### config.mk
export PLATFORM = sky130hd
export DESIGN_NAME = console_bus_writer
export DESIGN_NICKNAME = d
export VERILOG_FILES = /design/src/rtl/console_bus_writer.sv
export SDC_FILE = /design/constraint.sdc
export NUM_CORES = 1
export LEC_CHECK = 0
export BUFFER_PORTS_ARGS = -buffer_cell sky130_fd_sc_hd__buf_2
export CORE_MARGIN = 3
export CORE_UTILIZATION = 63
export DETAILED_ROUTE_END_ITERATION = 8
export MAX_ROUTING_LAYER = met4
export PLACE_DENSITY = 0.93
export SLEW_MARGIN = 20
export SYNTH_ARGS = -nofsm -noshare
export SYNTH_HDL_FRONTEND = slang
export SYNTH_SLANG_ARGS = --single-unit
### constraint.sdc
create_clock -name clock -period 7.05 [get_ports clock]
set_clock_uncertainty 0.15 [all_clocks]
set_input_delay 1.7625 -clock clock [delete_from_list [all_inputs] [get_ports clock]]
set_output_delay 1.7625 -clock clock [all_outputs]
set_load 0.01 [all_outputs]
### src/rtl/console_bus_writer.sv
// -----------------------------------------------------------------------------
// console_bus_writer
//
// Turns a byte stream of character codes into writes on the frame buffer's
// asynchronous RAM write port. The block owns the text cursor, interprets a
// small set of control codes (CR, LF, BS, FF), and mirrors the cursor into
// the frame buffer's cursor registers after every visible change.
//
// After reset it enables the hardware cursor, blanks the whole display and
// publishes cursor (0,0) before accepting characters.
//
// Ports
//   clock       system clock
//   reset       synchronous, active-high reset
//   char_data   character code from the source
//   char_valid  char_data valid; the source holds it until char_ready
//   char_ready  high while the block can accept a character
//   address     bus address
//   data_out    bus write data
//   data_oe     drive data_out onto the bus (high only during a write)
//   cs_ram_n    RAM chip select, active low
//   we_n        write enable, active low
//   cursor_col  current cursor column
//   cursor_row  current cursor row
//
// Each bus write is T_SETUP cycles of address/data before the strobe,
// T_STROBE cycles with cs_ram_n/we_n low, then T_HOLD cycles with the
// strobes released and address/data still stable.
// -----------------------------------------------------------------------------
module console_bus_writer #(
  parameter int BUS_DSIZE  = 8,
  parameter int BUS_ASIZE  = 12,
  parameter int REG_BASE   = 'h7F0,
  parameter int DISP_W     = 80,
  parameter int DISP_H     = 25,
  parameter int T_SETUP    = 2,
  parameter int T_STROBE   = 4,
  parameter int T_HOLD     = 8,
  parameter int BLANK_CHAR = 'h20
) (
  input  logic                      clock,
  input  logic                      reset,
  input  logic [7:0]                char_data,
  input  logic                      char_valid,
  output logic                      char_ready,
  output logic [BUS_ASIZE-1:0]      address,
  output logic [BUS_DSIZE-1:0]      data_out,
  output logic                      data_oe,
  output logic                      cs_ram_n,
  output logic                      we_n,
  output logic [$clog2(DISP_W)-1:0] cursor_col,
  output logic [$clog2(DISP_H)-1:0] cursor_row
);

  localparam int CW = $clog2(DISP_W);
  localparam int RW = $clog2(DISP_H);

  // Phase counter must hold the longest phase length minus one.
  localparam int T_MAX = (T_SETUP > T_STROBE) ?
                         ((T_SETUP > T_HOLD) ? T_SETUP : T_HOLD) :
                         ((T_STROBE > T_HOLD) ? T_STROBE : T_HOLD);
  localparam int CNT_W = $clog2(T_MAX) + 1;

  localparam logic [CNT_W-1:0] CNT_SETUP  = CNT_W'(T_SETUP - 1);
  localparam logic [CNT_W-1:0] CNT_STROBE = CNT_W'(T_STROBE - 1);
  localparam logic [CNT_W-1:0] CNT_HOLD   = CNT_W'(T_HOLD - 1);

  localparam logic [BUS_ASIZE-1:0] A_CTRL   = BUS_ASIZE'(REG_BASE);
  localparam logic [BUS_ASIZE-1:0] A_COL    = BUS_ASIZE'(REG_BASE + 1);
  localparam logic [BUS_ASIZE-1:0] A_ROW    = BUS_ASIZE'(REG_BASE + 2);
  localparam logic [BUS_ASIZE-1:0] CLR_LAST = BUS_ASIZE'(DISP_W * DISP_H - 1);

  localparam logic [BUS_DSIZE-1:0] D_BLANK  = BUS_DSIZE'(BLANK_CHAR);
  localparam logic [BUS_DSIZE-1:0] D_CUR_EN = BUS_DSIZE'(8'h40);

  localparam logic [CW-1:0] COL_MAX = CW'(DISP_W - 1);
  localparam logic [RW-1:0] ROW_MAX = RW'(DISP_H - 1);

  localparam logic [7:0] C_BS = 8'h08;
  localparam logic [7:0] C_LF = 8'h0A;
  localparam logic [7:0] C_FF = 8'h0C;
  localparam logic [7:0] C_CR = 8'h0D;

  typedef enum logic [2:0] {
    ST_INIT,
    ST_CLEAR,
    ST_CUR_COL,
    ST_CUR_ROW,
    ST_IDLE,
    ST_DECODE,
    ST_CHAR_WR
  } state_t;

  typedef enum logic [1:0] {
    PH_SETUP,
    PH_STROBE,
    PH_HOLD
  } phase_t;

  state_t                 state_q;
  phase_t                 phase_q;
  logic [CNT_W-1:0]       cnt_q;
  logic [BUS_ASIZE-1:0]   address_q;
  logic [BUS_DSIZE-1:0]   data_q;
  logic                   data_oe_q;   // also serves as "write in progress"
  logic                   cs_n_q;
  logic                   we_n_q;
  logic                   char_ready_q;
  logic [7:0]             char_q;
  logic [CW-1:0]          col_q;
  logic [RW-1:0]          row_q;
  logic [BUS_ASIZE-1:0]   clr_q;

  // Combinational helpers
  logic                   wr_done;     // last HOLD cycle of the current write
  logic                   wr_req;      // launch a write on this edge
  logic [BUS_ASIZE-1:0]   wr_addr_d;
  logic [BUS_DSIZE-1:0]   wr_data_d;
  logic [BUS_ASIZE-1:0]   pos_addr;
  logic [RW-1:0]          row_inc;
  logic                   is_print;

  assign char_ready = char_ready_q;
  assign address    = address_q;
  assign data_out   = data_q;
  assign data_oe    = data_oe_q;
  assign cs_ram_n   = cs_n_q;
  assign we_n       = we_n_q;
  assign cursor_col = col_q;
  assign cursor_row = row_q;

  always_comb begin
    // Linear display address at 32 bits before narrowing to the bus.
    pos_addr = BUS_ASIZE'(32'(row_q) * 32'(DISP_W) + 32'(col_q));
    row_inc  = (row_q == ROW_MAX) ? '0 : row_q + RW'(1);
    is_print = ((char_q >= 8'h20) && (char_q <= 8'h7E)) || char_q[7];
    wr_done  = data_oe_q && (phase_q == PH_HOLD) && (cnt_q == '0);
  end

  // Decide whether a write starts on this edge and what it carries. A new
  // write is only requested with the bus idle or on the final HOLD cycle, so
  // back-to-back writes run SETUP directly after HOLD.
  always_comb begin
    wr_req    = 1'b0;
    wr_addr_d = '0;
    wr_data_d = '0;
    case (state_q)
      ST_INIT: begin
        if (!data_oe_q) begin
          wr_req    = 1'b1;
          wr_addr_d = A_CTRL;
          wr_data_d = D_CUR_EN;
        end else if (wr_done) begin
          wr_req    = 1'b1;
          wr_addr_d = '0;
          wr_data_d = D_BLANK;
        end
      end
      ST_CLEAR: begin
        if (wr_done) begin
          wr_req = 1'b1;
          if (clr_q == CLR_LAST) begin
            // Cursor is homed on this same edge, so the column is zero.
            wr_addr_d = A_COL;
            wr_data_d = '0;
          end else begin
            wr_addr_d = clr_q + BUS_ASIZE'(1);
            wr_data_d = D_BLANK;
          end
        end
      end
      ST_CUR_COL: begin
        if (wr_done) begin
          wr_req    = 1'b1;
          wr_addr_d = A_ROW;
          wr_data_d = BUS_DSIZE'(row_q);
        end
      end
      ST_DECODE: begin
        if (is_print) begin
          wr_req    = 1'b1;
          wr_addr_d = pos_addr;
          wr_data_d = BUS_DSIZE'(char_q);
        end else if (char_q == C_CR) begin
          wr_req    = 1'b1;
          wr_addr_d = A_COL;
          wr_data_d = '0;
        end else if (char_q == C_LF) begin
          wr_req    = 1'b1;
          wr_addr_d = A_COL;
          wr_data_d = BUS_DSIZE'(col_q);
        end else if ((char_q == C_BS) && (col_q != '0)) begin
          // Blank the cell left of the cursor (col > 0, so no underflow).
          wr_req    = 1'b1;
          wr_addr_d = pos_addr - BUS_ASIZE'(1);
          wr_data_d = D_BLANK;
        end else if (char_q == C_FF) begin
          wr_req    = 1'b1;
          wr_addr_d = '0;
          wr_data_d = D_BLANK;
        end
      end
      ST_CHAR_WR: begin
        if (wr_done) begin
          wr_req    = 1'b1;
          wr_addr_d = A_COL;
          wr_data_d = BUS_DSIZE'(col_q);
        end
      end
      default: ;
    endcase
  end

  always_ff @(posedge clock) begin
    if (reset) begin
      state_q      <= ST_INIT;
      phase_q      <= PH_SETUP;
      cnt_q        <= '0;
      address_q    <= '0;
      data_q       <= '0;
      data_oe_q    <= 1'b0;
      cs_n_q       <= 1'b1;
      we_n_q       <= 1'b1;
      char_ready_q <= 1'b0;
      char_q       <= '0;
      col_q        <= '0;
      row_q        <= '0;
      clr_q        <= '0;
    end else begin
      // ---------------- bus write engine ----------------
      if (wr_req) begin
        address_q <= wr_addr_d;
        data_q    <= wr_data_d;
        data_oe_q <= 1'b1;
        cs_n_q    <= 1'b1;
        we_n_q    <= 1'b1;
        phase_q   <= PH_SETUP;
        cnt_q     <= CNT_SETUP;
      end else if (data_oe_q) begin
        if (cnt_q != '0) begin
          cnt_q <= cnt_q - CNT_W'(1);
        end else begin
          case (phase_q)
            PH_SETUP: begin
              phase_q <= PH_STROBE;
              cnt_q   <= CNT_STROBE;
              cs_n_q  <= 1'b0;
              we_n_q  <= 1'b0;
            end
            PH_STROBE: begin
              phase_q <= PH_HOLD;
              cnt_q   <= CNT_HOLD;
              cs_n_q  <= 1'b1;
              we_n_q  <= 1'b1;
            end
            default: begin
              // End of HOLD with nothing queued behind it: release the bus.
              data_oe_q <= 1'b0;
              phase_q   <= PH_SETUP;
            end
          endcase
        end
      end

      // ---------------- sequencer ----------------
      case (state_q)
        ST_INIT: begin
          if (wr_done) begin
            state_q <= ST_CLEAR;
            clr_q   <= '0;
          end
        end
        ST_CLEAR: begin
          if (wr_done) begin
            if (clr_q == CLR_LAST) begin
              col_q   <= '0;
              row_q   <= '0;
              state_q <= ST_CUR_COL;
            end else begin
              clr_q <= clr_q + BUS_ASIZE'(1);
            end
          end
        end
        ST_CUR_COL: begin
          if (wr_done) state_q <= ST_CUR_ROW;
        end
        ST_CUR_ROW: begin
          if (wr_done) begin
            state_q      <= ST_IDLE;
            char_ready_q <= 1'b1;
          end
        end
        ST_IDLE: begin
          if (char_valid && char_ready_q) begin
            char_q       <= char_data;
            char_ready_q <= 1'b0;
            state_q      <= ST_DECODE;
          end
        end
        ST_DECODE: begin
          if (is_print) begin
            state_q <= ST_CHAR_WR;
            if (col_q == COL_MAX) begin
              col_q <= '0;
              row_q <= row_inc;
            end else begin
              col_q <= col_q + CW'(1);
            end
          end else begin
            case (char_q)
              C_CR: begin
                col_q   <= '0;
                state_q <= ST_CUR_COL;
              end
              C_LF: begin
                row_q   <= row_inc;
                state_q <= ST_CUR_COL;
              end
              C_BS: begin
                if (col_q != '0) begin
                  col_q   <= col_q - CW'(1);
                  state_q <= ST_CHAR_WR;
                end else begin
                  state_q      <= ST_IDLE;
                  char_ready_q <= 1'b1;
                end
              end
              C_FF: begin
                clr_q   <= '0;
                state_q <= ST_CLEAR;
              end
              default: begin
                state_q      <= ST_IDLE;
                char_ready_q <= 1'b1;
              end
            endcase
          end
        end
        ST_CHAR_WR: begin
          if (wr_done) state_q <= ST_CUR_COL;
        end
        default: state_q <= ST_INIT;
      endcase
    end
  end

endmodule

### Word-level counts from Yosys, hierarchy flattened

Cells that the tools add are included.

| storage, ports and cells | value |
|---|---|
| word-level logic and storage cells | 165 |
| flip-flop bits (word level) | 64 |
| output and inout port bits | 36 |

| operators by class | value |
|---|---|
| reductions and logical operators | 33 |
| add/sub/neg operators | 7 |
| magnitude comparators | 2 |
| bitwise logic cells | 1 |
| multiplexer cells | 77 |
| multipliers | 1 |
| equal/unequal tests | 31 |

Operators with widths:

| cell | count |
|---|---|
| 2-to-1 mux 12 bit | 11 |
| 2-to-1 mux 7 bit | 9 |
| case mux 12 bit (5 select lines) | 1 |
| case mux 8 bit (5 select lines) | 1 |
| case mux 12 bit (3 select lines) | 1 |
| 2-to-1 mux 5 bit | 7 |
| 2-to-1 mux 11 bit | 3 |
| == test 8 x 4 -> 1 bit (second input constant) | 4 |
| 2-to-1 mux 6 bit | 5 |
| case mux 7 bit (2 select lines) | 2 |
| 2-to-1 mux 3 bit | 8 |
| != test 2 bit (second input constant) | 11 |
| case mux 3 bit (7 select lines) | 1 |
| 2-to-1 mux 1 bit | 17 |
| adder 12 x 1 -> 12 bit (second input constant) | 1 |
| adder 12 x 7 -> 12 bit | 1 |
| == test 12 x 11 -> 1 bit (second input constant) | 1 |
| AND reduction 6 bit | 2 |
| subtractor 12 x 1 -> 12 bit (second input constant) | 1 |
| case mux 5 bit (2 select lines) | 1 |
| AND reduction 5 bit | 2 |
| == test 3 bit (second input constant) | 3 |
| != test 3 bit (second input constant) | 3 |
| case mux 3 bit (3 select lines) | 1 |
| other kinds (36) | 55 |

### Longest topological paths before layout

Gate-level depths: netlist of run 1.

| depth | value |
|---|---|
| depth after elaboration | 9 |
| mapped depth | 12 |
| mapped depth without buffers | 9 |

### Worst setup path after synthesis of run 1

OpenSTA, ideal clock, no wires.

| timing | value |
|---|---|
| path type | input port to flip-flop |
| from | in char_valid |
| to | reg char_q[7] |
| arrival time | 2.643 ns |
| stages on the path | 5 |
| data required time | 6.772 ns |
| setup slack | 4.129 ns |
| cell sequence | nand2_1 nor4_1 clkbuf_1 mux2i_1 nor2_1 |

| between the ends | value |
|---|---|
| word-level cells in the longest chain between the ends | 2 |

Ends and longest elaborated chain:

| element | RTL line | RTL |
|---|---|---|
| from (decl) | 44 | `input logic char_valid,` |
| logical AND 1 bit | 294 | `if (char_valid && char_ready_q) begin` |
| AND reduction 2 bit (no line) | - |  |
| to (signal assigned) | 295 | `char_q <= char_data;` |
| to (decl) | 109 | `logic [7:0] char_q;` |

Every way passes these cells.
A chain may end at the register's enable or synchronous reset.

### Worst setup path in the final report of run 1

| timing | value |
|---|---|
| from | reg char_q[1] |
| to | reg address_q[11] (netlist: address[11]) |

| between the ends | value |
|---|---|
| word-level cells in the longest chain between the ends | 7 |

Ends and longest elaborated chain:

| element | RTL line | RTL |
|---|---|---|
| == test 8 x 4 -> 1 bit (on tied branches) | 197, 192 |  |
| 2-to-1 mux 1 bit or logical AND 1 bit (tied branches) | 197, 192 |  |
| 2-to-1 mux 1 bit or 2-to-1 mux 12 bit (tied branches) | 192 | `end else if ((char_q == C_BS) && (col_q != '0)) begin` |
| 2-to-1 mux 1 bit or 2-to-1 mux 12 bit (tied branches) | 188 | `end else if (char_q == C_LF) begin` |
| 2-to-1 mux 1 bit or 2-to-1 mux 12 bit (tied branches) | 184 | `end else if (char_q == C_CR) begin` |
| 2-to-1 mux 1 bit or 2-to-1 mux 12 bit (tied branches) | 180 | `if (is_print) begin` |
| case mux 1 bit (3 select lines) or case mux 12 bit (5 select lines) (tied branches) | 147 | `case (state_q)` |
| to (signal assigned) | 232 | `address_q <= wr_addr_d;` |
| to (decl) | 103 | `logic [BUS_ASIZE-1:0] address_q;` |

Several ways; a longest one is shown, not always the timed one.

==> results of run 1 <==
==> flip-flops by register name, summed over array words and instances, names as in the netlist <==
register / count
char_q: 8
address: 12
clr_q: 12
cursor_row: 5
cursor_col: 7
data_out: 8
char_ready: 1
phase_q: 2
we_n: 1
cnt_q: 4
data_oe: 1
state_q: 3
==> worst max-delay path: cells and delay by family, from the launching register on <==
kind            cells  cell delay, ns
compound gates      5            1.86
flops               1            0.54
simple gates        2            0.59
==> stage by stage <==
| stage | std cells | area [um^2] |
|---|---|---|
| floorplan | 574 | 4470 |
| global placement | 676 | 4610 |
| detailed placement | 676 | 4610 |
| CTS | 692 | 4800 |
| global route | 692 | 4810 |
| finish | 692 | 4810 |
==> per-layer routing <==
layer  global-route usage, %  vias to the layer above  routed length, um
met5                       -                        -                  0
li1                        -                     2167                  -
met4                    17.6                        0                490
met1                    37.6                     2162               5090
met2                    50.7                      226               5810
met3                    4.85                       42                962
==> cells in the final DEF (no fill, tap or decap), drive strengths merged, types with 11 or more instances in the layout <==
master	count
nand2	55
inv	17
ha	17
nand3	25
a221oi	11
o21ai	32
buf	46
xnor2	15
a311oi	12
dfxtp	64
nor3	19
nor2	70
a21oi	43
==> kinds of logic (layout without fill, tap and decap cells) <==
logic type	after synthesis	in the layout	share of synthesized area (%)
xor gates and xnor gates	23	23	4.68
muxes	11	11	2.49
AOI/OAI and AO/OA	169	169	26.4
and+or+nand+nor	232	232	26.3
buffers and inverters	57	79	6.24
DFF	64	64	28.7
adders and majority gates	18	18	5.21
==> power by group through the flow <==
stage / clock network (mW) / registers (mW) / logic (mW)
2_1_floorplan: 0 / 0.383 / 0.0291
3_5_place_dp: 0 / 0.381 / 0.0432
6_report: 0.311 / 0.373 / 0.0435
3_3_place_gp: 0 / 0.381 / 0.0418
5_1_grt: 0.328 / 0.374 / 0.0484
4_1_cts: 0.315 / 0.373 / 0.0433
==> how the worst max path moves through the flow <==
stage,startpoint,endpoint,slack [ns],depth (start not counted)
after floorplan,char_valid,char_q[7],4.13,5
after global placement,char_valid,char_q[5],3.70,5
after detailed placement,char_valid,char_q[4],3.55,5
after CTS,cursor_col[2],cursor_col[2],3.85,1
after global routing,cursor_col[0],we_n,3.59,8
final,char_q[1],address[11],3.80,7
==> cell type report <==
cell class	count	area, um^2	share of cell area (%)
clock buffers	10	128	2.65
clock inverters	6	60.1	1.25
inverters	17	63.8	1.33
multi-input cells	453	2920	60.8
flip-flops and latches	64	1280	26.6
well taps	96	120	2.50
repair buffers	46	233	4.84
==> metrics.md, run 1 <==
| Metric | Value |
|---|---|
| Antenna Nets Post-Route | `0` |
| Max-slew headroom | `28.6%` |
| CP max FO | `19` |
| Unrepaired setup endpoints after global routing | `false` |
| Worst r2r path cells | `7` |
| Via Count | `4597` |
| Post-synthesis register bit count | `64` |
| Flop pwr share | `51.3%` |
| Hold slack | `0.302 ns` |
| Switching part of the total | `25.0%` |
| Largest net degree at the start of global routing | `65` |
| Clock Path Buffers | `2` |
| Initial Util | `65.4%` |
| CP max-delay cell | `a21oi_2` |
| Chip height | `90.2 um` |
| Post-layout minimum cycle time | `3.25 ns` |
| Pre-CTS setup slack | `3.55 ns` |
| Worst Hold Class | `register to register` |
| DRT iter0 DRCs | `418` |
| Fin util | `70.4%` |
| Clk root buf | `clkbuf_8` |
| Grt ovf | `0` |
| Max Freq | `308 MHz` |
| Share of cells above drive strength 1 | `13.8%` |
| Combinational Power Share | `6.0%` |
| Leakage power | `1.76 nW` |
| Sequential element share of the synthesized area | `28.7%` |
| CP Class | `register to register` |
| Post-synth EDFFs | `0` |
| Syn. warnings | `0` |
| Cts bufs inserted | `9` |
| Reg2reg setup slack | `3.80 ns` |
| Worst Hold End | `data_out[5]` |
| Most frequent cell after synthesis | `nor2_1` |
| GPL Wtd Cong | `0.949` |
| Clock share of power | `42.8%` |
| CTS tree | `yes` |
| Critical Path Max Stage Delay | `0.79 ns` |
| Final TNS setup | `0 ns` |
| Hold path depth | `2` |
| Top cell type's share of synthesized area | `28.7%` |
| Hold_sp | `data_out[5]` |
| H-tree depth | `3` |
| Vias per inst | `6.64` |
| Synth Instances | `574` |
| CTS Sinks | `64` |
| Synthesized Nets | `603` |
| Die ar. | `8140 um^2` |
| Count of cell types in the netlist | `73` |
| Status | `complete, no violations` |
| Top cells by area, synth | `dfxtp_1, nor2_1, ha_1, a21oi_1, nand2_1` |
| First-pass GRT wire length | `20100 um` |
| Area Growth Syn to Fin | `7.62%` |
| Final WL | `12400 um` |
| Maximum vdd drop | `0.0000914 V` |
| Cts repair resizes | `0` |
| Synthesized area | `4470 um^2` |
| Final Hold Fails | `0` |
| Critical path launch point type | `register` |
| RR Endpoint | `address[11]` |
| Skew-Pair Late Insertion Delay | `0.36 ns` |
| Reg-to-Reg Start | `char_q[1]` |
| Final WS setup | `3.80 ns` |
| Top FF cell, synth | `dfxtp_1` |
| First-pass DRT Iterations | `7` |
| DRC violations left | `0` |
| CTS Hold Bufs | `0` |
| Number of global-route vias before repair | `4241` |
| Post-DP HPWL | `8730 um` |
| Arrival time worst endpoint | `3.35 ns` |
| Switch Pwr | `0.181 mW` |
| Post-Syn Area per Cell | `7.78 um^2` |
| Async SR Flop Fraction | `0%` |
| # Post-CTS Setup Buffers | `0` |
| Total track usage | `31.4%` |
| # Max-Cap Violations | `0` |
| Power Dens Cells | `151 nW/um^2` |
| Core ar. | `6830 um^2` |
| Io pins | `47` |
| Crit path cell chain | `nand4_1 -> o21ai_2 -> o211ai_4 -> a21oi_2 -> a221oi_1 -> or3_1 -> o41ai_1` |
| # fillers | `564` |
| Cell-internal power | `0.546 mW` |
| Commonest cells post-synth | `nor2_1, dfxtp_1, nand2_1` |
| Final #Nets | `620` |
| Final setup viols | `0` |
| Clock Pin Slew Worst Setup and Hold Paths | `0.07 ns` |
| Cell row count | `30` |
| Antenna violations before repair | `0` |
| Data required, critical path | `7.16 ns` |
| Slew Limit Fails | `0` |
| Die width | `90.2 um` |
| Fin crit share | `46.1%` |
| Crit. End Element | `register` |
| Synth area leader | `dfxtp_1` |
| Ant. Diodes | `0` |
| Power, Total | `0.727 mW` |
| I/O Buffers | `46` |
| Routed WL per cell | `17.8 um` |
| Worst Tran Pin Value | `1.07 ns` |
(Power assumes the default switching activity.)
==> run 2, diff against run 1 <==
--- a/config.mk
+++ b/config.mk
@@ -7,10 +7,10 @@
 export LEC_CHECK = 0
 export BUFFER_PORTS_ARGS = -buffer_cell sky130_fd_sc_hd__buf_2
 export CORE_MARGIN = 3
-export CORE_UTILIZATION = 63
+export CORE_UTILIZATION = 54
 export DETAILED_ROUTE_END_ITERATION = 8
 export MAX_ROUTING_LAYER = met4
-export PLACE_DENSITY = 0.93
+export PLACE_DENSITY = 0.85
 export SLEW_MARGIN = 20
 export SYNTH_ARGS = -nofsm -noshare
 export SYNTH_HDL_FRONTEND = slang
==> constraint.sdc (replaced) <==
create_clock -name clock -period 2.7 [get_ports clock]
set_clock_uncertainty 0.15 [all_clocks]
set_input_delay 0.675 -clock clock [delete_from_list [all_inputs] [get_ports clock]]
set_output_delay 0.675 -clock clock [all_outputs]
set_load 0.01 [all_outputs]
==> run 2 against run 1 <==
  * Routed wire length grew 6.1%
  * Global-route usage shrank 3.0 points
  * Die area grew 16%
  * Critical path type unchanged
==> metrics.md, run 2 (same netlist as run 1, synthesis figures left out) <==
| Metric | Value |
|---|---|
| Status | `complete, no violations` |
| Hold_sp | `address[3]` |
| Ant. Diodes | `0 (unchanged)` |
| Cell row count | `32 (+6.7%)` |
| Leakage power | `2.00 nW (+14%)` |
| Hold path depth | `2 (unchanged)` |
| Fin util | `66.7% (-3.6 points)` |
| Chip height | `97.0 um (+7.5%)` |
| Clock Path Buffers | `2 (unchanged)` |
| CTS Sinks | `64 (unchanged)` |
| Grt ovf | `0 (unchanged)` |
| Top Metal Used | `met4` |
| Skew-Pair Late Insertion Delay | `0.35 ns (about the same)` |
| DRC violations left | `0 (unchanged)` |
| Max Freq | `389 MHz (+26%)` |
| Antenna Nets Post-Route | `0 (unchanged)` |
| Data required, critical path | `2.81 ns (-4.35 ns)` |
| GPL Wtd Cong | `0.954 (+0.50%)` |
| Max-slew headroom | `61.4% (+33 points)` |
| Io pins | `47 (unchanged)` |
| Commonest non-fill, non-tap cell in the layout | `nor2_1` |
| Arrival time worst endpoint | `2.68 ns (-0.67 ns)` |
| Wl on met1 | `5550 um (+9.1%)` |
| Hold slack | `0.299 ns (-0.00263 ns)` |
| Cts bufs inserted | `9 (unchanged)` |
| Final WS setup | `0.129 ns (-3.67 ns)` |
| First-pass GRT wire length | `21500 um (+6.9%)` |
| Share of cells above drive strength 1 | `21.5% (+7.7 points)` |
| RR Endpoint | `address[11]` |
| Clk root buf | `clkbuf_8` |
| Power Dens Cells | `409 nW/um^2 (+170%)` |
| Largest net degree at the start of global routing | `30 (-54%)` |
| First-pass DRT Iterations | `5 (-2)` |
| Clock Pin Slew Worst Setup and Hold Paths | `0.08 ns (about the same)` |
| Reg-to-Reg Start | `cnt_q[0]` |
| CTS tree | `yes` |
| CTS Hold Bufs | `0 (unchanged)` |
| Die width | `97.0 um (+7.5%)` |
| H-tree depth | `3 (unchanged)` |
| # Max-Cap Violations | `0 (unchanged)` |
| Pre-CTS setup slack | `-0.0364 ns (-3.59 ns)` |
| Crit. End Element | `register` |
| Routed wl met2 | `6140 um (+5.7%)` |
| Via Count | `4694 (+2.1%)` |
| Area Growth Syn to Fin | `17.8%` |
| Reg2reg setup slack | `0.13 ns (-3.67 ns)` |
| Worst Hold End | `address[3]` |
| Total track usage | `28.4% (-3.0 points)` |
| Placed inst area | `4940 um^2 (+7.1%)` |
| Final #Nets | `661 (+6.6%)` |
| Critical path launch point type | `register` |
| Post-layout minimum cycle time | `2.57 ns (-0.677 ns)` |
| Die ar. | `9400 um^2 (+16%)` |
| Worst Hold Class | `register to register` |
| Routed WL per cell | `17.7 um (-0.67%)` |
| CP Class | `register to register` |
| Final Hold Fails | `0 (unchanged)` |
| Final WL | `13100 um (+6.1%)` |
| Slew Limit Fails | `0 (unchanged)` |
| Post-DP HPWL | `9600 um (+10%)` |
| Number of global-route vias before repair | `4341 (+2.4%)` |
| Commonest non-fill, non-tap cells in the layout | `nor2_1, dfxtp_1, nand2_1, buf_2` |
| Vias per inst | `6.35 (-4.4%)` |
| Initial Util | `56.6% (-8.8 points)` |
| Worst Tran Pin Value | `0.578 ns (-0.492 ns)` |
| Maximum vdd drop | `0.000250 V (+170%)` |
| CP max FO | `6 (-13)` |
| Unrepaired setup endpoints after global routing | `true` |
| Final setup viols | `0 (unchanged)` |
| Worst r2r path cells | `9 (+2)` |
| Met3 wire length | `1150 um (+20%)` |
| Cts repair resizes | `1 (+1)` |
| Design area | `5260 um^2 (+9.5%)` |
| Core ar. | `7890 um^2 (+15%)` |
| I/O Buffers | `46 (unchanged)` |
| # fillers | `656 (+16%)` |
| DRT iter0 DRCs | `501 (+20%)` |
| Antenna violations before repair | `0 (unchanged)` |
| Fin crit share | `95.2% (+49 points)` |
| # Post-CTS Setup Buffers | `0 (unchanged)` |
run 2: report_power, final:
part	switching (mW)	total, mW	internal (mW)
clock	0.412	1.06	0.643
combinational	0.0766	0.126	0.0496
sequential	0.0103	0.971	0.961
run 2: stage by stage:
stage               power (mW)  std cells  setup TNS, ns
floorplan                 1.08        574              0
global placement          1.11        723              0
detailed placement        1.12        723        -0.0364
CTS                       2.16        739              0
global route              2.23        739        -0.0699
finish                    2.15        739              0
run 2: area by class of cell:
cell class | instances | area, um^2 | share of cell area [%]
clock inverter | 6 | 115 | 2.19
clock buffer | 10 | 138 | 2.61
tap | 102 | 128 | 2.42
timing repair buffer | 87 | 538 | 10.2
multi-input combinational | 453 | 3000 | 57.0
inverter | 17 | 63.8 | 1.21
sequential | 64 | 1280 | 24.4
run 2: layer usage:
layer / vias up / track usage (%)
met5: - / -
met4: 0 / 8.32
met3: 26 / 5.77
met2: 216 / 44.6
met1: 2224 / 37.0
li1: 2228 / -
run 2: worst max path at each step:
stage,from,end,cells after the start
after floorplan,cursor_row[2],address[11],9
after global placement,cursor_row[0],address[8],9
after detailed placement,cursor_row[0],address[8],9
after CTS,cursor_row[0],address[8],9
after global routing,cursor_row[2],address[11],9
final,cnt_q[0],address[11],9
run 2: worst max-delay path, cell delays in order (launching register included):
cell	delay, ns
dfxtp_1	0.36
inv_1	0.07
ha_1	0.23
and4bb_2	0.30
a32oi_1	0.35
o31ai_1	0.17
a21oi_2	0.30
a221oi_1	0.11
or3_1	0.37
o41ai_1	0.06
==> run 3, diff against run 2 <==
--- a/config.mk
+++ b/config.mk
@@ -6,7 +6,7 @@
 export NUM_CORES = 1
 export LEC_CHECK = 0
 export BUFFER_PORTS_ARGS = -buffer_cell sky130_fd_sc_hd__buf_2
-export CORE_MARGIN = 3
+export CORE_MARGIN = 5
 export CORE_UTILIZATION = 54
 export DETAILED_ROUTE_END_ITERATION = 8
 export MAX_ROUTING_LAYER = met4
==> run 3 against run 2 <==
  * Clock power increased by 7%
  * Hold slack improved by 0.0061 ns
  * Utilization decreased by 1.1 points
==> metrics.md, run 3 (same netlist as run 1, synthesis figures left out) <==
| Metric | Value |
|---|---|
| Status | `complete, no violations` |
| Leakage power | `2.03 nW (+1.4%)` |
| CP max-delay cell | `ha_2` |
| Arrival time worst endpoint | `2.74 ns (+0.06 ns)` |
| Chip height | `101 um (+4.1%)` |
| Power, Total | `2.23 mW (+3.8%)` |
| GPL Wtd Cong | `0.999 (+4.7%)` |
| Crit. End Element | `register` |
| CP max FO | `4 (-2)` |
| M1 GR Usage | `33.6% (-3.4 points)` |
| Initial Util | `54.9% (-1.7 points)` |
| DRC violations left | `0 (unchanged)` |
| Core ar. | `8130 um^2 (+3.1%)` |
| # fillers | `674 (+2.7%)` |
| First-pass DRT Iterations | `6 (+1)` |
| Fin util | `65.6% (-1.1 points)` |
| Die width | `101 um (+4.1%)` |
| I/O Buffers | `46 (unchanged)` |
| Total track usage | `26.5% (-1.9 points)` |
| Max-slew headroom | `39.3% (-22 points)` |
| Routed WL per cell | `17.7 um (-0.22%)` |
| Slew Limit Fails | `0 (unchanged)` |
| Cts bufs inserted | `9 (unchanged)` |
| Commonest non-fill, non-tap cell in the layout | `nor2_1` |
| Unrepaired setup endpoints after global routing | `true` |
| Final setup viols | `0 (unchanged)` |
| Antenna violations before repair | `0 (unchanged)` |
| DRT iter0 DRCs | `527 (+5.2%)` |
| Via Count | `4687 (-0.15%)` |
| Die ar. | `10200 um^2 (+8.4%)` |
| Antenna Nets Post-Route | `0 (unchanged)` |
| First-pass GRT wire length | `21300 um (-1.0%)` |
| Vias per inst | `6.29 (-0.95%)` |
| Skew-Pair Late Insertion Delay | `0.36 ns (about the same)` |
| CTS Sinks | `64 (unchanged)` |
| Ant. Diodes | `0 (unchanged)` |
| CTS Hold Bufs | `0 (unchanged)` |
| Grt ovf | `0 (unchanged)` |
| Io pins | `47 (unchanged)` |
| Grt peak-use layer | `met2` |
| Pre-CTS setup slack | `0.0295 ns (+0.0660 ns)` |
| Post-layout minimum cycle time | `2.65 ns (+0.0794 ns)` |
| Max Freq | `377 MHz (-3.0%)` |
| Clock Path Buffers | `2 (unchanged)` |
| Cell row count | `33 (+3.1%)` |
| Design area | `5340 um^2 (+1.4%)` |
| Post-DP HPWL | `9210 um (-4.1%)` |
| Critical Path Max Stage Delay | `0.39 ns (+0.02 ns)` |
| Largest net degree at the start of global routing | `49 (+63%)` |
| CTS tree | `yes` |
| Crit path cell chain | `ha_1 -> ha_2 -> a31oi_2 -> xnor2_2 -> buf_4 -> xnor2_1 -> nand2b_1 -> mux2i_1 -> o21ai_0 -> a31oi_1` |
| Number of global-route vias before repair | `4355 (+0.32%)` |
| # Max-Cap Violations | `0 (unchanged)` |
| Worst Hold Class | `register to register` |
| Clk root buf | `clkbuf_8` |
| Clock Pin Slew Worst Setup and Hold Paths | `0.08 ns (about the same)` |
| H-tree depth | `3 (unchanged)` |
| Final #Nets | `664 (+0.45%)` |
| Commonest non-fill, non-tap cells in the layout | `nor2_1, dfxtp_1, nand2_1, buf_2, buf_4` |
| Fin crit share | `98.2% (+2.9 points)` |
| CP Class | `register to register` |
| Final WS setup | `0.0499 ns (-0.0794 ns)` |
| Critical path launch point type | `register` |
| Met3 Track Usage GR | `4.50% (-1.3 points)` |
| Area Growth Syn to Fin | `19.5%` |
| Placed inst area | `4960 um^2 (+0.38%)` |
| Final Hold Fails | `0 (unchanged)` |
| Data required, critical path | `2.79 ns (-0.02 ns)` |
| Worst Tran Pin Value | `0.911 ns (+0.333 ns)` |
| Final WL | `13200 um (+0.59%)` |
| Power Dens Cells | `418 nW/um^2 (+2.4%)` |
| Maximum vdd drop | `0.000301 V (+21%)` |
| Met2 Usage GRT | `43.0% (-1.7 points)` |
| Share of cells above drive strength 1 | `22.7% (+1.1 points)` |
## run 3: what timing repair did
| item | CTS | global route |
|---|---|---|
| endpoints found under the setup margin | 2 | 14 |
| resized for setup | 2 | 19 |
| setup buffers | 0 | 1 |
| pin swaps | 0 | 2 |
## run 3: power breakdown
group | leakage, nW | switching (mW) | internal, mW
sequential | 0.519 | 0.00988 | 0.961
combinational | 1.38 | 0.0771 | 0.0536
clock | 0.130 | 0.400 | 0.732
total | 2.03 | 0.487 | 1.75
## run 3: path summary, 6_finish.rpt
check | from | endpoint | slack (ns) | cells after the start
hold reg to reg | address[3] | address[3] | 0.31 | 2
setup / recovery | cursor_row[2] | address[9] | 0.05 | 10
setup reg to reg | cursor_row[2] | address[9] | 0.05 | 10
hold / removal | address[3] | address[3] | 0.31 | 2
## run 3: final cells by class
| type | count | area, um^2 | area share [%] |
|---|---|---|---|
| Inverter | 17 | 63.8 | 1.20 |
| Clock buffer | 11 | 141 | 2.65 |
| Tap cell | 105 | 131 | 2.46 |
| Sequential cell | 64 | 1280 | 24.0 |
| Timing Repair Buffer | 90 | 561 | 10.5 |
| Multi-Input combinational cell | 453 | 3030 | 56.8 |
| Clock inverter | 5 | 128 | 2.39 |
## run 3: worst max-delay path: cells and delay by family, from the launching register on
kind | cells | cell delay, ns
AOI/OAI and AO/OA | 3 | 0.56
xor gates and xnor gates | 2 | 0.43
adders and majority gates | 2 | 0.70
buffers and inverters | 1 | 0.17
DFF | 1 | 0.33
muxes | 1 | 0.06
and+or+nand+nor | 1 | 0.14
## run 3: through the flow
| step | std cells | hold WS [ns] | setup TNS [ns] |
|---|---|---|---|
| 2_1_floorplan | 574 | 0.295 | 0 |
| 3_3_place_gp | 728 | 0.287 | 0 |
| 3_5_place_dp | 728 | 0.297 | 0 |
| 4_1_cts | 744 | 0.307 | 0 |
| 5_1_grt | 745 | 0.353 | -0.173 |
| 6_report | 745 | 0.305 | 0 |
## run 3: routing by layer
metal  wire length, um  vias up
li1                  -     2229
met1              5380     2159
met2              6240      259
met3              1230       40
met4               327        0
met5                 0        -
